$ cat src/rtl/ttlx8_pkg.sv
// ttlx8_pkg: shared constants and types for the ttlx8_event_decoder slice.
//   - Channel count, sub-samples per clock and pulse-width field width.
//   - Bit positions of the command fields inside rto_out[63:0].
//   - ttl_cmd_t (decoded command) and ttl_ch_state_e (per-channel pulse state).
//   - pulse_end(): absolute end sub-sample e = fine + width.
package ttlx8_pkg;

    localparam int NUM_CH    = 8;
    localparam int SUB       = 4;
    localparam int WIDTH_LEN = 16;
    localparam int CNT_W     = WIDTH_LEN + 2;
    localparam int CMD_W     = 64;

    localparam int MASK_LSB  = 0;
    localparam int LEVEL_LSB = 8;
    localparam int FINE_LSB  = 16;
    localparam int PULSE_BIT = 18;
    localparam int WIDTH_LSB = 24;

    typedef struct packed {
        logic [WIDTH_LEN-1:0] width;
        logic                 pulse;
        logic [1:0]           fine;
        logic [NUM_CH-1:0]    level;
        logic [NUM_CH-1:0]    mask;
    } ttl_cmd_t;

    typedef enum logic {
        IDLE = 1'b0,
        PEND = 1'b1
    } ttl_ch_state_e;

    // End sub-sample counted from sub-sample 0 of the event word; wide enough
    // that fine + max width never wraps.
    function automatic logic [CNT_W-1:0] pulse_end(input logic [1:0]           fine,
                                                   input logic [WIDTH_LEN-1:0] width);
        return {2'b00, width} + {{(CNT_W-2){1'b0}}, fine};
    endfunction

endpackage

$ cat src/rtl/ttlx8_event_decoder_if.sv
// ttlx8_event_decoder_if: event input and TTL output bundle of the decoder.
//   master: RTO core / test side (drives counter_matched, rto_out, clear_error)
//   slave : the decoder (drives ttl_word, ttl_level, pulse_busy,
//           collision_error, error_data)
interface ttlx8_event_decoder_if;
    import ttlx8_pkg::*;

    logic                    counter_matched;
    logic [127:0]            rto_out;
    logic                    clear_error;
    logic [NUM_CH*SUB-1:0]   ttl_word;
    logic [NUM_CH-1:0]       ttl_level;
    logic [NUM_CH-1:0]       pulse_busy;
    logic                    collision_error;
    logic [CMD_W-1:0]        error_data;

    modport master (
        output counter_matched, rto_out, clear_error,
        input  ttl_word, ttl_level, pulse_busy, collision_error, error_data
    );

    modport slave (
        input  counter_matched, rto_out, clear_error,
        output ttl_word, ttl_level, pulse_busy, collision_error, error_data
    );

endinterface

$ cat src/rtl/ttl_channel_pulse.sv
// ttl_channel_pulse: one TTL channel. Holds the channel level, the pulse
// state and the word countdown, and produces the registered 4-sub-sample word.
//   clk, resetn   : rtio_clk, async active-low reset
//   i_evt         : masked event for this channel this cycle
//   i_level       : new level (pulse level in pulse mode)
//   i_fine        : first sub-sample at which the event takes effect
//   i_pulse       : pulse mode with width >= 1
//   i_width       : pulse width in sub-samples
//   o_word        : registered sub-sample bits, bit 0 earliest
//   o_busy        : registered, a pulse end is pending or emitted this word
//   o_collision   : combinational, event arrives while a pulse is pending
module ttl_channel_pulse
    import ttlx8_pkg::*;
(
    input  logic                 clk,
    input  logic                 resetn,
    input  logic                 i_evt,
    input  logic                 i_level,
    input  logic [1:0]           i_fine,
    input  logic                 i_pulse,
    input  logic [WIDTH_LEN-1:0] i_width,
    output logic [SUB-1:0]       o_word,
    output logic                 o_busy,
    output logic                 o_collision
);

    ttl_ch_state_e    r_state;
    ttl_ch_state_e    w_state_nxt;
    logic             r_level;
    logic             w_level_nxt;
    logic [CNT_W-1:0] r_cnt;
    logic [CNT_W-1:0] w_cnt_nxt;
    logic [1:0]       r_end_sub;
    logic [1:0]       w_end_sub_nxt;
    logic [SUB-1:0]   r_word;
    logic [SUB-1:0]   w_word_nxt;
    logic             r_busy;
    logic             w_busy_nxt;
    logic             w_end_now;
    logic [CNT_W-1:0] w_e;
    logic [SUB-1:0]   w_old;

    // Next word, next level and pulse-state transitions for this channel.
    always_comb begin
        w_e           = pulse_end(i_fine, i_width);
        w_end_now     = (r_state == PEND) && (r_cnt == {CNT_W{1'b0}});
        w_old         = {SUB{1'b0}};
        w_state_nxt   = r_state;
        w_level_nxt   = r_level;
        w_cnt_nxt     = r_cnt;
        w_end_sub_nxt = r_end_sub;
        w_busy_nxt    = 1'b0;

        // Word the channel would emit with no event: in the end word the
        // pulse level holds until the end sub-sample, then inverts.
        for (int k = 0; k < SUB; k++) begin
            if (w_end_now && (2'(k) >= r_end_sub)) begin
                w_old[k] = ~r_level;
            end else begin
                w_old[k] = r_level;
            end
        end
        w_word_nxt = w_old;

        if (i_evt) begin
            // Sub-samples before fine keep the old behaviour (including a
            // pending end landing in this word); the new event owns the rest.
            for (int k = 0; k < SUB; k++) begin
                if (2'(k) < i_fine) begin
                    w_word_nxt[k] = w_old[k];
                end else if (i_pulse && (CNT_W'(k) >= w_e)) begin
                    w_word_nxt[k] = ~i_level;
                end else begin
                    w_word_nxt[k] = i_level;
                end
            end
            if (!i_pulse) begin
                w_state_nxt = IDLE;
                w_level_nxt = i_level;
            end else if (w_e < CNT_W'(SUB)) begin
                // Whole pulse fits in the event word.
                w_state_nxt = IDLE;
                w_level_nxt = ~i_level;
            end else begin
                // Countdown reaches zero on the cycle that emits the end word.
                w_state_nxt   = PEND;
                w_level_nxt   = i_level;
                w_cnt_nxt     = {2'b00, w_e[CNT_W-1:2]} - {{(CNT_W-1){1'b0}}, 1'b1};
                w_end_sub_nxt = w_e[1:0];
                w_busy_nxt    = 1'b1;
            end
        end else if (r_state == PEND) begin
            w_busy_nxt = 1'b1;
            if (w_end_now) begin
                w_state_nxt = IDLE;
                w_level_nxt = ~r_level;
            end else begin
                w_cnt_nxt = r_cnt - {{(CNT_W-1){1'b0}}, 1'b1};
            end
        end else begin
            w_busy_nxt = 1'b0;
        end
    end

    // Channel state and registered outputs.
    always_ff @(posedge clk or negedge resetn) begin
        if (!resetn) begin
            r_state   <= IDLE;
            r_level   <= 1'b0;
            r_cnt     <= {CNT_W{1'b0}};
            r_end_sub <= 2'b00;
            r_word    <= {SUB{1'b0}};
            r_busy    <= 1'b0;
        end else begin
            r_state   <= w_state_nxt;
            r_level   <= w_level_nxt;
            r_cnt     <= w_cnt_nxt;
            r_end_sub <= w_end_sub_nxt;
            r_word    <= w_word_nxt;
            r_busy    <= w_busy_nxt;
        end
    end

    assign o_word      = r_word;
    assign o_busy      = r_busy;
    assign o_collision = i_evt && (r_state == PEND);

endmodule

$ cat src/rtl/ttlx8_event_decoder.sv
// ttlx8_event_decoder: turns RTO events into per-cycle 4-sub-sample words for
// eight TTL channels, with optional hardware-timed pulses.
//   clk    : rtio_clk
//   resetn : async active-low reset, clears every output
//   bus    : ttlx8_event_decoder_if.slave
//            in : counter_matched, rto_out[127:0] (only [63:0] used), clear_error
//            out: ttl_word, ttl_level, pulse_busy, collision_error, error_data
// Build option TTLX8_PULSE_MODE_EN: when defined, pulse mode, pulse_busy and
// collision detection are present; otherwise every event is a level-set and
// pulse_busy / collision_error / error_data are held at 0.
module ttlx8_event_decoder
    import ttlx8_pkg::*;
(
    input  logic                  clk,
    input  logic                  resetn,
    ttlx8_event_decoder_if.slave  bus
);

    ttl_cmd_t              w_cmd;
    logic                  w_pulse;
    logic [NUM_CH*SUB-1:0] w_word;
    logic [NUM_CH-1:0]     w_busy;
    logic [NUM_CH-1:0]     w_coll;
    logic [NUM_CH-1:0]     w_level;

    assign w_cmd.mask  = bus.rto_out[MASK_LSB  +: NUM_CH];
    assign w_cmd.level = bus.rto_out[LEVEL_LSB +: NUM_CH];
    assign w_cmd.fine  = bus.rto_out[FINE_LSB  +: 2];
    assign w_cmd.pulse = bus.rto_out[PULSE_BIT];
    assign w_cmd.width = bus.rto_out[WIDTH_LSB +: WIDTH_LEN];

`ifdef TTLX8_PULSE_MODE_EN
    // A zero-width pulse degenerates to a level-set.
    assign w_pulse = w_cmd.pulse && (w_cmd.width != {WIDTH_LEN{1'b0}});
`else
    assign w_pulse = 1'b0;
`endif

    for (genvar ch = 0; ch < NUM_CH; ch++) begin : g_ch
        ttl_channel_pulse u_ch (
            .clk         (clk),
            .resetn      (resetn),
            .i_evt       (bus.counter_matched && w_cmd.mask[ch]),
            .i_level     (w_cmd.level[ch]),
            .i_fine      (w_cmd.fine),
            .i_pulse     (w_pulse),
            .i_width     (w_cmd.width),
            .o_word      (w_word[ch*SUB +: SUB]),
            .o_busy      (w_busy[ch]),
            .o_collision (w_coll[ch])
        );
    end

    // Level at the last sub-sample of each channel's current word.
    always_comb begin
        w_level = {NUM_CH{1'b0}};
        for (int ch = 0; ch < NUM_CH; ch++) begin
            w_level[ch] = w_word[ch*SUB + SUB - 1];
        end
    end

    assign bus.ttl_word  = w_word;
    assign bus.ttl_level = w_level;

`ifdef TTLX8_PULSE_MODE_EN
    logic             r_err;
    logic [CMD_W-1:0] r_err_data;
    logic             w_unused_rto;

    // Sticky collision flag; the command is captured when the flag is clear,
    // or recaptured when a clear coincides with a new collision.
    always_ff @(posedge clk or negedge resetn) begin
        if (!resetn) begin
            r_err      <= 1'b0;
            r_err_data <= {CMD_W{1'b0}};
        end else if (|w_coll) begin
            r_err <= 1'b1;
            if (!r_err || bus.clear_error) begin
                r_err_data <= bus.rto_out[CMD_W-1:0];
            end else begin
                r_err_data <= r_err_data;
            end
        end else if (bus.clear_error) begin
            r_err      <= 1'b0;
            r_err_data <= r_err_data;
        end else begin
            r_err      <= r_err;
            r_err_data <= r_err_data;
        end
    end

    assign bus.pulse_busy      = w_busy;
    assign bus.collision_error = r_err;
    assign bus.error_data      = r_err_data;
    assign w_unused_rto        = ^bus.rto_out[127:64];
`else
    logic w_unused_cfg;

    assign bus.pulse_busy      = {NUM_CH{1'b0}};
    assign bus.collision_error = 1'b0;
    assign bus.error_data      = {CMD_W{1'b0}};
    assign w_unused_cfg        = ^{bus.rto_out[127:40], bus.rto_out[23:19], w_cmd.pulse,
                                   bus.clear_error, w_coll, w_busy};
`endif

endmodule

$ cat src/flat_wrapper.sv
// flat-port wrapper written by rule: the top's interface ports become plain ports
module ttlx8_event_decoder_flat import ttlx8_pkg::*;
  (clk, resetn, bus_counter_matched, bus_rto_out, bus_clear_error, bus_ttl_word, bus_ttl_level, bus_pulse_busy, bus_collision_error, bus_error_data);
  ttlx8_event_decoder_if bus_i ();
  input  logic clk;
  input  logic resetn;
  input wire logic [$bits(bus_i.counter_matched)-1:0] bus_counter_matched;
  input wire logic [$bits(bus_i.rto_out)-1:0] bus_rto_out;
  input wire logic [$bits(bus_i.clear_error)-1:0] bus_clear_error;
  output wire logic [$bits(bus_i.ttl_word)-1:0] bus_ttl_word;
  output wire logic [$bits(bus_i.ttl_level)-1:0] bus_ttl_level;
  output wire logic [$bits(bus_i.pulse_busy)-1:0] bus_pulse_busy;
  output wire logic [$bits(bus_i.collision_error)-1:0] bus_collision_error;
  output wire logic [$bits(bus_i.error_data)-1:0] bus_error_data;
  assign bus_i.counter_matched = bus_counter_matched;
  assign bus_i.rto_out = bus_rto_out;
  assign bus_i.clear_error = bus_clear_error;
  assign bus_ttl_word = bus_i.ttl_word;
  assign bus_ttl_level = bus_i.ttl_level;
  assign bus_pulse_busy = bus_i.pulse_busy;
  assign bus_collision_error = bus_i.collision_error;
  assign bus_error_data = bus_i.error_data;
  ttlx8_event_decoder u_core (.clk(clk), .resetn(resetn), .bus(bus_i));
endmodule
$ cat config.mk
export PLATFORM = sky130hd
export DESIGN_NAME = ttlx8_event_decoder_flat
export DESIGN_NICKNAME = d
export VERILOG_FILES = /design/src/rtl/ttlx8_pkg.sv /design/src/rtl/ttlx8_event_decoder_if.sv /design/src/rtl/ttl_channel_pulse.sv /design/src/rtl/ttlx8_event_decoder.sv /design/src/flat_wrapper.sv
export SDC_FILE = /design/constraint.sdc
export NUM_CORES = 1
export LEC_CHECK = 0
export ABC_AREA = 1
export CAP_MARGIN = 0
export CORE_UTILIZATION = 52
export DETAILED_ROUTE_END_ITERATION = 10
export GPL_TIMING_DRIVEN = 0
export PLACE_DENSITY = 0.87
export SLEW_MARGIN = 10
export SYNTH_ARGS = -nofsm -noshare
export SYNTH_HDL_FRONTEND = slang
export SYNTH_SLANG_ARGS = --single-unit
$ cat constraint.sdc
create_clock -name clk -period 2.25 [get_ports clk]
set_clock_uncertainty 0.1 [all_clocks]
set_input_delay 0.45 -clock clk [delete_from_list [all_inputs] [get_ports clk]]
set_output_delay 0.45 -clock clk [all_outputs]
set_load 0.05 [all_outputs]
==> flow_metrics.tcl <==
set metrics [dict create \
    clk_pin_slew_ns 0.07 \
    worst_hold_path_type "input pin to async pin" \
    fp-row-count 53 \
    overflow 0 \
    multiInputGateArea_um2 5310 \
    track_usage_pct 22.6 \
    antenna_cells 0 \
    postRouteAntennaNets 0 \
    post-route-drc-count 0 \
    io-pin-count 245 \
    clk_latency_ns 0.44 \
    die_area_um2 22000 \
    avgRoutedWirePerCell_um 12.1 \
    post-route-util_pct 62.2 \
    area_delta_synth_final_pct 17.2 \
    rrSetupSlack_ns 0.17 \
    power_mw 8.05 \
    ys_types 27 \
    critical-path-max-stage-delay_ns 0.78 \
    hold_viol_final 0 \
    vias 9593 \
    drt-vias-per-instance 4.86 \
    crit_fanout 2 \
    drt_iter0_markers 640 \
    pre_cts_ws_ns 0.108 \
    place_hpwl_mm 17.2 \
    root_buffer "clkbuf_16" \
    regArea_um2 4800 \
    cts_setup_buffers 0 \
    status "completed" \
    setup-tns-final_ns 0 \
    grt_pass1_wl_mm 39.9 \
    start_util_pct 53.0 \
    slowest_stage "clkdlybuf4s50_1" \
    slew_headroom_pct 50.7 \
    numCtsBuffers 17 \
    period_share_pct 98.1 \
    antenna_found_initial 0 \
    rr_endpoint "u_core.g_ch[3].u_ch.r_cnt[14]$_DFFE_PN0P_" \
    fin_nets 1824 \
    ys_seq_area_share_pct 43.2 \
    synth_seq_cells 192 \
    htree_levels 4 \
    core_area_um2 21000 \
    ir_drop_mv 0.399 \
    synth_warnings 0 \
    worstPathRequired_ns 1.70 \
    r2r_start "u_core.g_ch[3].u_ch.r_cnt[0]$_DFFE_PN0P_" \
    place_area_um2 12400 \
    period_minus_slack_ns 2.21 \
    p_leak_nw 7.06 \
    grt_pass1_vias 8827 \
    netlist_instances 1531 \
    dr.pass1.iters 6 \
    path_cells "buf_4, clkdlybuf4s50_1" \
    endpoint_kind "output port" \
    cts_tree "done" \
    cts_buffer_depth 2 \
    max_cap_viol_count 0 \
    crit_type "flop to output port" \
    setup_ws_ns 0.0439 \
    fill_cells 1802 \
    worst_pin_slew_ns 0.740 \
    fmax_mhz 453 \
    io_buffers 59 \
    grt_max_degree 73 \
    avgSynthCellArea_um2 7.26 \
    cp.arrival_ns 1.66 \
    wl_mm 23.8 \
    finalSetupViolations 0 \
    die_w_um 148 \
    cts_num_sinks 192 \
    slew_violations 0 \
    die_height_um 148 \
    powerDensity_nw_per_um2 618 \
    synth.cell_area_um2 11100 \
    final_layout_size_suffix_gt1_share_pct 9.61 \
    place.gp.congestion 0.908 \
    rsz0062_at_grt "no" \
    postLayoutCellArea_um2 13000 \
    reg2regPathDepth 10 \
    cp-start-kind "flop" \
]
-- critical path: cells and delay by family, from the launching register on --
kind / cells / cell delay (ns)
buffers and inverters: 2 / 0.88
flip-flops: 1 / 0.34
-- layout by cell type, fill, tap and decap left out, types with 2 or more instances in the layout --
cell and count:
nand2_1 554, nor2_1 235, dfrtp_1 192, inv_1 126, buf_4 85, conb_1 73, o21ai_0 72, xor2_1 63
nand3_1 51, clkdlybuf4s50_1 51, xnor2_1 39, buf_2 17, nor3_1 17, clkbuf_16 17, nand4_1 16, o21ai_1 15
nor2_2 10, inv_2 9, nand3b_1 9, ha_1 8, clkbuf_1 5, bufinv_16 4, dlymetal6s2s_1 4, clkbuf_8 3
dlygate4sd2_1 3, nor2_4 2, buf_6 2, clkinv_4 2, clkinv_2 2, buf_16 2
-- where the power goes --
group	internal, mW	total (mW)	switching [mW]
Sequential	3.54	3.58	0.0362
Clock	1.95	3.26	1.31
Combinational	0.344	1.21	0.869
-- repair_timing --
item,CTS,global route
hold buffers,1,0
gates resized for setup,3,4
setup endpoints to repair,3,4
hold endpoints to repair,50,0
-- layer usage --
layer	routed length (um)	vias to the layer above	part of all wire (%)	track usage, %
li1	-	4861	-	-
met4	390	0	1.6	7.01
met1	10400	4479	44	28.3
met2	11900	222	50	38.9
met5	0	-	0	0
met3	1120	31	4.7	4.72
-- sequential cells by signal, indices dropped and copies added (netlist names) --
name                      flops
u_core.g_ch.u_ch.r_level      8
u_core.g_ch.u_ch.o_word      32
u_core.g_ch.u_ch.r_state      8
u_core.g_ch.u_ch.r_cnt      144
-- logic make-up after synthesis --
kind of cell | after synthesis | synth area share [%]
AOI/OAI and AO/OA | 89 | 4.14
and+or+nand+nor | 897 | 32.2
xor gates and xnor gates | 102 | 8.04
DFF | 192 | 43.2
buffers and inverters | 242 | 11.4
adders and majority gates | 8 | 0.901
other | 1 | 0.0338
-- stage by stage --
step | instances | hold slack, ns
6_report | 1972 | 0.397
2_1_floorplan | 1603 | 0.0544
3_5_place_dp | 1939 | 0.281
3_3_place_gp | 1937 | 0.388
5_1_grt | 1972 | 0.433
4_1_cts | 1972 | 0.409
-- cell usage after synthesis, drive strengths merged --
library cell | number | area share [%]
nand3b | 9 | 0.61
inv | 136 | 4.6
nand4 | 16 | 0.90
buf | 104 | 6.7
nor3 | 18 | 0.86
nand2 | 556 | 19
nor2 | 247 | 8.7
dfrtp | 192 | 43
o21ai | 89 | 4.1
conb | 1 | 0.034
nand3 | 51 | 2.3
clkbuf | 2 | 0.068
ha | 8 | 0.90
xor2 | 63 | 5.0
xnor2 | 39 | 3.1
-- layout make-up --
type                    instances  area share [%]
multi-input cells            1169            40.8
flip-flops and latches        192            36.9
plain buffers                 106            5.78
repair buffers                 62            5.12
inverters                     136            3.94
clock buffers                  23            3.67
well taps                     275            2.64
clock inverters                 9            1.19
-- worst max path at each step --
stage | start | to | slack (ns) | depth (start not counted)
4_1_cts | u_core.g_ch[0].u_ch.o_word[3]$_DFF_PN0_ | bus_ttl_word[3] | 0.003 | 2
2_1_floorplan | u_core.g_ch[3].u_ch.r_cnt[0]$_DFFE_PN0P_ | u_core.g_ch[3].u_ch.r_cnt[10]$_DFFE_PN0P_ | 0.46 | 10
6_report | u_core.g_ch[5].u_ch.o_word[3]$_DFF_PN0_ | bus_ttl_word[23] | 0.04 | 2
5_1_grt | u_core.g_ch[5].u_ch.o_word[3]$_DFF_PN0_ | bus_ttl_word[23] | 0.004 | 2
3_5_place_dp | bus_rto_out[17] | u_core.g_ch[2].u_ch.o_word[1]$_DFF_PN0_ | 0.11 | 5
3_3_place_gp | resetn | u_core.g_ch[0].u_ch.r_cnt[2]$_DFFE_PN0P_ | -7.27 | 1
Note: power is estimated with default switching activity, not from simulation.
